`config.mk`:
```
export PLATFORM = sky130hd
export DESIGN_NAME = deskew_collector
export DESIGN_NICKNAME = d
export VERILOG_FILES = /design/src/rtl/deskew_collector.sv
export SDC_FILE = /design/constraint.sdc
export NUM_CORES = 1
export LEC_CHECK = 0
export ABC_AREA = 1
export CAP_MARGIN = 20
export CORE_MARGIN = 10
export CORE_UTILIZATION = 57
export DETAILED_ROUTE_END_ITERATION = 8
export GPL_ROUTABILITY_DRIVEN = 0
export HOLD_SLACK_MARGIN = 0.02
export PLACE_DENSITY = 0.87
export SLEW_MARGIN = 20
export SYNTH_ARGS = -nofsm -noshare
export SYNTH_HDL_FRONTEND = slang
export SYNTH_SLANG_ARGS = --single-unit
export TNS_END_PERCENT = 30
```
`constraint.sdc`:
```
create_clock -name clk -period 5.85 [get_ports clk]
set_clock_uncertainty 0.15 [all_clocks]
set_input_delay 0.585 -clock clk [delete_from_list [all_inputs] [get_ports clk]]
set_output_delay 0.585 -clock clk [all_outputs]
set_load 0.02 [all_outputs]
```
`src/rtl/deskew_collector.sv`:
```
// Re-aligns four staggered accumulator lanes into whole rows and buffers them
// in a 4-entry FIFO, tagging every fourth pushed row as the last row of a tile.
module deskew_collector #(
    parameter int ACC_W      = 16,
    parameter int FIFO_DEPTH = 4
) (
    input  logic               clk,
    input  logic               rst,
    input  logic               clear,
    input  logic [3:0]         in_valid,
    input  logic [4*ACC_W-1:0] in_data,
    output logic               out_valid,
    input  logic               out_ready,
    output logic [4*ACC_W-1:0] out_data,
    output logic               out_last,
    output logic               overflow,
    output logic               skew_err
);
    localparam int ROW_W = 4 * ACC_W;

    // Lane k is delayed by 3-k stages so that all four lanes of one row meet.
    logic [2:0]       v0_q;
    logic [ACC_W-1:0] d0_q [3];
    logic [1:0]       v1_q;
    logic [ACC_W-1:0] d1_q [2];
    logic             v2_q;
    logic [ACC_W-1:0] d2_q;

    logic [3:0]       dly_valid;
    logic [ROW_W-1:0] dly_row;
    logic             aligned_valid;
    logic             skew_seen;

    logic [ROW_W-1:0] mem_data [4];
    logic [3:0]       mem_last;
    logic [1:0]       wr_ptr;
    logic [1:0]       rd_ptr;
    logic [1:0]       row_cnt;
    logic [2:0]       occ;
    logic             push;
    logic             pop;
    logic             drop;

    always_ff @(posedge clk or posedge rst) begin
        if (rst) begin
            v0_q <= '0;
            v1_q <= '0;
            v2_q <= 1'b0;
            d0_q <= '{default: '0};
            d1_q <= '{default: '0};
            d2_q <= '0;
        end else if (clear) begin
            v0_q <= '0;
            v1_q <= '0;
            v2_q <= 1'b0;
            d0_q <= '{default: '0};
            d1_q <= '{default: '0};
            d2_q <= '0;
        end else begin
            v0_q    <= {v0_q[1:0], in_valid[0]};
            d0_q[0] <= in_data[0 +: ACC_W];
            d0_q[1] <= d0_q[0];
            d0_q[2] <= d0_q[1];
            v1_q    <= {v1_q[0], in_valid[1]};
            d1_q[0] <= in_data[ACC_W +: ACC_W];
            d1_q[1] <= d1_q[0];
            v2_q    <= in_valid[2];
            d2_q    <= in_data[2*ACC_W +: ACC_W];
        end
    end

    assign dly_valid     = {in_valid[3], v2_q, v1_q[1], v0_q[2]};
    assign dly_row       = {in_data[3*ACC_W +: ACC_W], d2_q, d1_q[1], d0_q[2]};
    assign aligned_valid = &dly_valid;
    assign skew_seen     = (|dly_valid) && !aligned_valid;

    // Output handshake: a row transfers on a rising edge where out_valid and
    // out_ready are both high; the head row holds still while out_ready is low.
    assign out_valid = (occ != 3'd0);
    assign pop       = out_valid && out_ready;
    assign push      = aligned_valid && ((occ < 3'(FIFO_DEPTH)) || pop);
    assign drop      = aligned_valid && !push;

    always_ff @(posedge clk) begin
        if (push && !clear && !rst) begin
            mem_data[wr_ptr] <= dly_row;
            mem_last[wr_ptr] <= (row_cnt == 2'd3);
        end
    end

    always_ff @(posedge clk or posedge rst) begin
        if (rst) begin
            wr_ptr   <= '0;
            rd_ptr   <= '0;
            row_cnt  <= '0;
            occ      <= '0;
            overflow <= 1'b0;
            skew_err <= 1'b0;
        end else if (clear) begin
            wr_ptr   <= '0;
            rd_ptr   <= '0;
            row_cnt  <= '0;
            occ      <= '0;
            overflow <= 1'b0;
            skew_err <= 1'b0;
        end else begin
            if (push) begin
                wr_ptr  <= wr_ptr + 2'd1;
                row_cnt <= row_cnt + 2'd1;
            end
            if (pop) begin
                rd_ptr <= rd_ptr + 2'd1;
            end
            case ({push, pop})
                2'b10:   occ <= occ + 3'd1;
                2'b01:   occ <= occ - 3'd1;
                default: occ <= occ;
            endcase
            if (drop) begin
                overflow <= 1'b1;
            end
            if (skew_seen) begin
                skew_err <= 1'b1;
            end
        end
    end

    // Gating by out_valid keeps stale entries invisible after a pop, clear or reset.
    assign out_data = out_valid ? mem_data[rd_ptr] : '0;
    assign out_last = out_valid && mem_last[rd_ptr];

endmodule

```
==> results.toml <==
[routing]
ant_nets = 0
num_vias = 8749
drtPass1Iterations = 5
vias_per_cell = 5.31
dr.first_iter.drc_count = 665
detail_route.wl_per_cell_um = 17.8
wl_mm = 29.3
drcViolationCount = 0

[setup_path]
reg2reg_slack_ns = 2.78
cp_max_fo = 98
cp-end-kind = "primary output"
r2r-start = "v0_q[2]$_DFF_PP0_"
worstPathArrival_ns = 3.54
critPathSlowestCell = "buf_4"
worstReg2RegEnd = "mem_data[1][60]$_DFFE_PP_"
startpoint_type = "register"
crit_chain = "buf_4, nor2_1, nor2_1, o21ai_0, a21oi_1, clkdlybuf4s50_1"
cp_common_cell = "nor2_1"
path_class = "reg -> out"
r2r_cells = 7
worstPathRequired_ns = 5.12
crit_path_max_incr_delay_ns = 0.86

[logic_synthesis]
syn_nets = 1251
syn_area_mm2 = 0.0141
synthTopCellsByArea = "edfxtp_1 (55%), dfrtp_1 (20%), nor2_1 (9.9%)"
yosysTopAreaCellShare = 0.554
yosysWarningCount = 0
avgSynthCellArea_um2 = 12.0
ys_ff_latch = 373
syn-instance-count = 1173
synth_largest_area_cell = "edfxtp_1"
ys_seq_area_frac = 0.755
synthArstFlopShare = 0.303
netlist-cell-type-count = 27
synth_edf_count = 260
synth_flop_cell = "edfxtp_1"

[sta]
max_freq_mhz = 234
rsz0062_at_grt = "false"
finalHoldViolations = 0
period_share = 0.730
hold_slack_ns = 0.296
worstMarginPinSlew_ns = 1.03
min_period_ns = 4.27
setup_viol = 0
maxSlewViolCount = 0
slew_headroom = 0.312

[cells_and_area]
final-seq-area_mm2 = 0.0106
fill_cells = 1637
multi_input_area_mm2 = 0.00270
diodes = 0
nNetsFinal = 1376
area_growth_pct = 19.8
drive_above_1_share = 0.0566

[cts]
root_buffer = "clkbuf_16"
clk_latency_ns = 0.51
cts_tree = "done"
cts-hold-fix-buffers = 0
ctsLongestPathBuffers = 3
clock_sinks = 373
cts_setup_buffers = 0
h-tree-depth = 2
cts_resized = 0
path_clk_slew_ns = 0.06
cts_buffers = 35

[placed_design]
dp_hpwl_mm = 17.2
numPortBuffers = 139

[die]
design.die.area_mm2 = 0.0314
core_mm2 = 0.0243
row_count = 57
die_h_um = 177
start_util = 0.579
ios = 140
die_w_um = 177

[run_status]
status = "completed"

[global_route]
grt_pass1_vias = 9014
grt_first_pass_wirelength_mm = 46.1
antenna_found_initial = 0
grt_usage = 0.185
grt_max_degree = 132
gr-total-overflow = 0

[run]
drv_cap = 0

[power]
power_density_mw_per_mm2 = 313
total_power_uw = 5290
ir_drop_mv = 0.194
p_leak_uw = 0.00664

[worst_hold_path]
hold_class = "in -> async"
[kinds of logic after synthesis]
logic type | after synthesis | synth area share
compound gates | 202 | 0.0720
xor+xnor | 1 | 0.000622
fa+ha+maj | 6 | 0.00586
buf+inv | 182 | 0.0559
flops | 373 | 0.755
simple gates | 409 | 0.111
[through the flow]
stage / setup TNS (ns) / worst slack, ns / instance area [um^2] / cells / util
after global placement: 0 / 2.08 / 15700 / 1584 / 0.644
after detailed placement: 0 / 2.04 / 15700 / 1584 / 0.644
after floorplan: -253.76 / -0.976 / 14100 / 1173 / -
final: 0 / 1.58 / 16900 / 1648 / 0.694
after CTS: 0 / 1.61 / 16900 / 1647 / 0.693
after global routing: 0 / 1.41 / 16900 / 1648 / 0.694
[per-layer routing]
metal  vias up  global-route usage  wire length [um]
met5         -                   0                 0
met4         0              0.0711               702
met3        60              0.0352              2010
met2       334               0.319             14900
met1      4241               0.227             11600
li1       4114                   -                 -
[cells in the final DEF, fill, tap and decap left out, types with 4 or more instances in the layout]
cell type,count
buf_4,11
ha_1,5
o21ai_1,47
clkinv_2,4
edfxtp_1,260
nor2_4,4
clkinv_1,6
nor2_1,369
dfrtp_1,111
a21oi_1,68
nand2_1,24
o21ai_0,85
clkdlybuf4s50_1,138
inv_1,115
clkbuf_16,38
clkbuf_8,6
clkbuf_1,7
nand3_1,5
[synth_stat cells, drive strengths merged (3+ instances only)]
cell,number
a21oi,68
buf,41
clkbuf,21
dfrtp,113
edfxtp,260
ha,5
inv,119
nand2,25
nand3,5
nand4,3
nor2,374
o21ai,132
[critical path: cells and delay by family, from the launching register on]
kind | cells | cell delay [ns]
DFF | 1 | 0.69
buffers and inverters | 2 | 1.56
and+or+nand+nor | 2 | 0.27
AOI/OAI and AO/OA | 2 | 0.48
[power by group]
part	switching [uW]	internal (uW)	leakage, uW	total (uW)
registers	19.7	2850	0.00388	2870
clock network	902	1390	0.000586	2290
logic	64.2	58.8	0.00218	123
[cell type report]
class,count,area share
clock buffers,51,0.0628
inverters,120,0.0273
repair buffers,150,0.0879
clock inverters,12,0.00764
flip-flops and latches,373,0.630
well taps,324,0.0240
multi-input cells,618,0.160
[registers in the layout (all words and copies together), names as in the netlist]
register and flops:
d2_q 16, rd_ptr 2, d1_q 32, mem_last 4, mem_data 256, v1_q 2, v0_q 3, v2_q 1
occ 3, overflow 1, skew_err 1, row_cnt 2, d0_q 48, wr_ptr 2
[how the worst max path moves through the flow]
stage	startpoint	end	slack, ns	cells past startpoint
final	rd_ptr[0]$_DFFE_PP0P_	out_data[15]	1.58	6
after global placement	in_valid[3]	mem_data[2][42]$_DFFE_PP_	2.08	8
after detailed placement	in_valid[3]	mem_data[2][42]$_DFFE_PP_	2.04	8
after CTS	rd_ptr[0]$_DFFE_PP0P_	out_data[15]	1.61	6
after global routing	rd_ptr[0]$_DFFE_PP0P_	out_data[20]	1.41	6
after floorplan	rst	mem_data[0][0]$_DFFE_PP_	-0.98	3
No activity file was read; power rests on OpenSTA's default activity.
